File: config.mk
export PLATFORM = sky130hd
export DESIGN_NAME = encoder_position_tracker
export DESIGN_NICKNAME = d
export VERILOG_FILES = /design/src/rtl/encoder_position_tracker.sv
export SDC_FILE = /design/constraint.sdc
export NUM_CORES = 1
export LEC_CHECK = 0
export BUFFER_PORTS_ARGS = -buffer_cell sky130_fd_sc_hd__buf_2
export CORE_MARGIN = 8
export CORE_UTILIZATION = 55
export CTS_CLUSTER_DIAMETER = 30
export DETAILED_ROUTE_END_ITERATION = 8
export GPL_TIMING_DRIVEN = 0
export PLACE_DENSITY_LB_ADDON = 0.2
export SLEW_MARGIN = 20
export SYNTH_ARGS = -nofsm -noshare
export SYNTH_HDL_FRONTEND = slang
export SYNTH_SLANG_ARGS = --single-unit
File: constraint.sdc
create_clock -name clk -period 3.7 [get_ports clk]
set_clock_uncertainty 0.05 [all_clocks]
set_input_delay 0.37 -clock clk [delete_from_list [all_inputs] [get_ports clk]]
set_output_delay 0.37 -clock clk [all_outputs]
set_load 0.02 [all_outputs]
File: src/rtl/encoder_position_tracker.sv
// rtl/encoder_position_tracker.sv - quadrature direction to position/velocity tracker
// Optional macro ENCODER_POS_SAT_EN: saturate pos instead of wrapping.
module encoder_position_tracker #(
    parameter int POS_W      = 16,
    parameter int VEL_W      = 8,
    parameter int WIN_CYCLES = 1000
) (
    input  logic             clk,
    input  logic             rst_n,
    input  logic [1:0]       dir,
    input  logic             clear,
    output logic [POS_W-1:0] pos,
    output logic [VEL_W-1:0] vel,
    output logic             vel_valid,
    output logic             err
);

    localparam int CNT_W = (WIN_CYCLES > 2) ? $clog2(WIN_CYCLES) : 1;

    localparam logic [POS_W-1:0]        POS_ONE = {{(POS_W-1){1'b0}}, 1'b1};
    localparam logic [CNT_W-1:0]        CNT_ONE = {{(CNT_W-1){1'b0}}, 1'b1};
    localparam logic [CNT_W-1:0]        CNT_LAST = CNT_W'(WIN_CYCLES - 1);
    localparam logic signed [VEL_W:0]   ACC_ONE = {{VEL_W{1'b0}}, 1'b1};
    localparam logic signed [VEL_W:0]   ACC_MAX = {1'b0, {VEL_W{1'b1}}};
    localparam logic signed [VEL_W:0]   ACC_MIN = {1'b1, {VEL_W{1'b0}}};
    localparam logic signed [VEL_W:0]   VEL_MAX = {2'b00, {(VEL_W-1){1'b1}}};
    localparam logic signed [VEL_W:0]   VEL_MIN = {2'b11, {(VEL_W-1){1'b0}}};

    typedef enum logic [1:0] {
        S_IDLE = 2'b00,
        S_FWD  = 2'b01,
        S_REV  = 2'b10
    } state_t;

    state_t                  r_state;
    logic [POS_W-1:0]        r_pos;
    logic [VEL_W-1:0]        r_vel;
    logic                    r_vel_valid;
    logic                    r_err;
    logic signed [VEL_W:0]   r_acc;
    logic [CNT_W-1:0]        r_win;

    logic                    w_illegal;
    logic                    w_up;
    logic                    w_dn;
    logic                    w_close;
    logic signed [VEL_W:0]   w_acc_next;
    logic [VEL_W-1:0]        w_vel_sat;
    logic [POS_W-1:0]        w_pos_next;

    // A step is an entry into FWD or REV; dir==11 matches neither.
    assign w_illegal = (dir == 2'b11);
    assign w_up      = (dir == 2'b01) && (r_state != S_FWD);
    assign w_dn      = (dir == 2'b10) && (r_state != S_REV);
    assign w_close   = (r_win == CNT_LAST);

    always_comb begin
        w_acc_next = r_acc;
        if (w_up && (r_acc != ACC_MAX)) begin
            w_acc_next = r_acc + ACC_ONE;
        end else if (w_dn && (r_acc != ACC_MIN)) begin
            w_acc_next = r_acc - ACC_ONE;
        end
    end

    always_comb begin
        w_vel_sat = w_acc_next[VEL_W-1:0];
        if (w_acc_next > VEL_MAX) begin
            w_vel_sat = VEL_MAX[VEL_W-1:0];
        end else if (w_acc_next < VEL_MIN) begin
            w_vel_sat = VEL_MIN[VEL_W-1:0];
        end
    end

`ifdef ENCODER_POS_SAT_EN
    localparam logic [POS_W-1:0] POS_MAX = {1'b0, {(POS_W-1){1'b1}}};
    localparam logic [POS_W-1:0] POS_MIN = {1'b1, {(POS_W-1){1'b0}}};

    always_comb begin
        w_pos_next = r_pos;
        if (w_up && (r_pos != POS_MAX)) begin
            w_pos_next = r_pos + POS_ONE;
        end else if (w_dn && (r_pos != POS_MIN)) begin
            w_pos_next = r_pos - POS_ONE;
        end
    end
`else
    always_comb begin
        w_pos_next = r_pos;
        if (w_up) begin
            w_pos_next = r_pos + POS_ONE;
        end else if (w_dn) begin
            w_pos_next = r_pos - POS_ONE;
        end
    end
`endif

    always_ff @(posedge clk or negedge rst_n) begin
        if (!rst_n) begin
            r_state     <= S_IDLE;
            r_pos       <= '0;
            r_vel       <= '0;
            r_vel_valid <= 1'b0;
            r_err       <= 1'b0;
            r_acc       <= '0;
            r_win       <= '0;
        end else if (clear) begin
            r_state     <= S_IDLE;
            r_pos       <= '0;
            r_vel_valid <= 1'b0;
            r_acc       <= '0;
            r_win       <= '0;
        end else begin
            if (w_illegal) begin
                r_err <= 1'b1;
            end else begin
                r_state <= state_t'(dir);
            end
            r_pos <= w_pos_next;
            // The closing cycle's own step is folded into the reported window.
            if (w_close) begin
                r_vel       <= w_vel_sat;
                r_vel_valid <= 1'b1;
                r_acc       <= '0;
                r_win       <= '0;
            end else begin
                r_vel_valid <= 1'b0;
                r_acc       <= w_acc_next;
                r_win       <= r_win + CNT_ONE;
            end
        end
    end

    assign pos       = r_pos;
    assign vel       = r_vel;
    assign vel_valid = r_vel_valid;
    assign err       = r_err;

endmodule
==> key figures <==
Yosys
  – Synth cell count leaders: dfrtp_1, nand2_1, nor2_1, ha_1, a21oi_1
  – Post-synthesis mux area share: 0%
  – Fraction of the mapped netlist area in simple logic gates: 21.7%
  – Ys async rst share: 100%
  – Net Count, Synth: about 350
  – Largest family of logic cells by synthesized area: compound AO/OA/AOI/OAI gates
  – Dominant cells by area after synthesis: dfrtp_1, ha_1, nand2_1
  – Mapped Cells: approximately 330
  – Synth unique cells: 62
  – Mapped Avg Cell Area: roughly 9.3 µm²
  – Flops & latches, synth: 47
  – Primary FF master, synth: dfrtp_1
  – Adder-cell share of the synthesized area: about 8.5%
  – Yosys top cell by area: dfrtp_1
  – Syn. warnings: 0
  – XOR/XNOR share of the synthesized area: about 5.8%
  – Synth Area in Compound Gates: approximately 22%
  – Area share of the largest cell type after synthesis: 38.7%
  – Synthesized cell area: 3040 µm²
  – Number of synthesized flops with an enable pin: 0
  – Top-count cell post-synth: dfrtp_1
  – Post-synthesis sequential area ratio: 38.7%

Clock tree
  – TritonCTS Sinks: 47
  – Clk root buf: clkbuf_8
  – Post-CTS sizing: 0
  – TritonCTS clock tree: built
  – Post-CTS Setup Bufs: 0
  – Clock transition at path regs: about 0.09 ns
  – Worst skew pair latency: around 0.31 ns
  – Maximum clock insertion buffer count: 2
  – Hold-fix buffers at CTS: 0
  – CTS buffer count: 5
  – CTS H-tree lvls: 2

Power and ir drop
  – Overall power: between 0.002 and 0.0025 W
  – Worst IR drop on VDD: ~0.31 mV
  – PwrDens: about 600 nW/µm²
  – Leakage power: roughly 1.6 nW

Timing
  – Fmax achieved: roughly 0.3 GHz
  – Fin. Hold Viols: 1
  – RSZ-0062 raised after global routing: no
  – Relative slew margins: a little under half
  – Finish-stage setup viols: 0
  – Final min period: between 3 and 4 ns
  – Hold slack: -0.00165 ns
  – Slew @ Worst Pin: around 0.78 ns
  – Final TNS setup: 0 ns
  – Fin crit share: 88.5%
  – Max-slew violations: 0

Floorplan
  – Cell Rows: 27
  – Core area: ~5400 µm²
  – Die Area: approximately 8200 µm²
  – Die H: around 90 µm
  – Initial Utilization: 55.9%
  – # IOs: 31
  – Die W: 90.4 µm

Job
  – Max-cap violations: 0

Setup path
  – Internal reg-to-reg setup slack: 0.43 ns
  – Crit Path Max Fanout: 16
  – Crit path capture type: flip-flop
  – Crit path cell chain: and2b_2, or2_1, ha_1, o211ai_1, o21a_1, a221oi_1, o21ai_0, a31o_1, a21oi_1
  – Crit path arrival time: 3.45 ns
  – CP peak stage delay: ~0.60 ns
  – Worst setup path category: flip-flop to flip-flop
  – Critical path required time: 3.88 ns
  – Crit-path slowest cell: a221oi_1
  – Crit start category: flip-flop

Route
  – Drt drc: 0
  – Vias: approximately 2500
  – Detailed Route WL: 6480 µm
  – ANT nets after route: 0
  – Detailed-router iteration count before antenna repair: 4
  – WL/cell: ~15 µm
  – Vias per std cell: between 5 and 6
  – Initial drt markers: 99

Global routing
  – Remaining Overflow, GRT: 0
  – Vias in the first global route: 2479
  – Largest net degree at the start of global routing: 48
  – First-pass GRT wire length: approximately 11000 µm
  – Total track usage: ~16%
  – Initial antenna violation count: 0

Placement
  – Routability cong.: 0.894
  – Placed Instances: between 400 and 500
  – Dpl hpwl: approximately 4700 µm
  – Port Buffers: 29

Cells and area
  – Area occupied by multi-input gates: between 1500 and 2000 µm²
  – Post-Layout Cell Count: ~440
  – Layout area overhead: 10.7%
  – Fillers: just over 500
  – Register area: approximately 1200 µm²
  – Layout cells sized above 1: between 10% and 20%
  – Fin util: 61.9%
  – Final-stage net count: 387
  – ANT cells: 0

Min path
  – Worst hold path class: primary input to async pin

Status
  – Status: finished with violations
  – Failing checks: hold timing
-- worst paths after layout --
kind                       endpoint  startpoint  cells past startpoint
max                         pos[15]  r_state[1]                      9
min                         pos[12]       rst_n                      1
max reg2reg                 pos[15]  r_state[1]                      9
min reg2reg                r_win[0]    r_win[0]                      1
max in group asynchronous   pos[11]       rst_n                      1
min in group clk                err      dir[1]                      2
-- layout by cell type, fill, tap and decap left out, types with 4 or more instances in the layout --
| cell type | n |
|---|---|
| a31oi_1 | 4 |
| nor3_1 | 7 |
| nand3_1 | 7 |
| nand2b_1 | 4 |
| o21ai_0 | 16 |
| a21o_1 | 4 |
| clkbuf_8 | 5 |
| nor2b_1 | 4 |
| a21oi_1 | 18 |
| o21a_1 | 9 |
| and3_1 | 7 |
| clkbuf_1 | 5 |
| o21ai_1 | 9 |
| dfrtp_1 | 47 |
| o31ai_1 | 5 |
| nand4_1 | 5 |
| nand2_1 | 33 |
| or3_1 | 7 |
| ha_1 | 19 |
| buf_2 | 28 |
| xnor2_1 | 7 |
| xor2_1 | 13 |
| inv_1 | 12 |
| nor2_1 | 28 |
| o221ai_2 | 5 |
-- critical path: cells and delay by family (launching register included) --
kind	cells	cell delay (ns)
adder cells (fa/ha/maj)	1	0.37
flip-flops	1	0.40
AO/OA/AOI/OAI	6	1.57
AND/OR/NAND/NOR	2	0.80
-- power by group --
part | switching, W | internal [W]
Sequential | 0.0000734 | 0.000593
Combinational | 0.000599 | 0.000430
Clock | 0.000185 | 0.000133
Total | 0.000857 | 0.00116
-- per-layer routing --
metal | GRT usage, % | share of wire, % | vias up
li1 | - | - | 1265
met1 | 19.8 | 45 | 1205
met2 | 27.9 | 48 | 47
met3 | 3.57 | 5.0 | 8
met4 | 5.55 | 1.4 | 0
met5 | 0 | 0 | -
-- flip-flops by register name (all words and copies together) (netlist names) --
signal and flops:
r_acc 9, vel 8, err 1, vel_valid 1, r_win 10, r_state 2
pos 16
-- final cells by class --
| type | count | area share [%] |
|---|---|---|
| tap | 72 | 2.68 |
| inverter | 13 | 1.45 |
| buffer | 8 | 1.49 |
| multi-input combinational | 258 | 52.5 |
| clock buffer | 5 | 2.04 |
| clock inverter | 3 | 0.558 |
| timing repair buffer | 29 | 4.39 |
| sequential | 47 | 34.9 |
-- stage by stage --
step / setup WS (ns) / instance area [µm²]
3_3_place_gp: 0.387 / 3280
2_1_floorplan: 0.967 / 3040
5_1_grt: 0.179 / 3370
4_1_cts: 0.417 / 3360
6_report: 0.427 / 3370
3_5_place_dp: 0.331 / 3280
-- cells by family after synthesis --
kind of cell | Yosys count
buf+inv | 21
xor+xnor | 20
compound gates | 96
simple gates | 122
flops | 47
fa+ha+maj | 20
(Power assumes the default switching activity.)
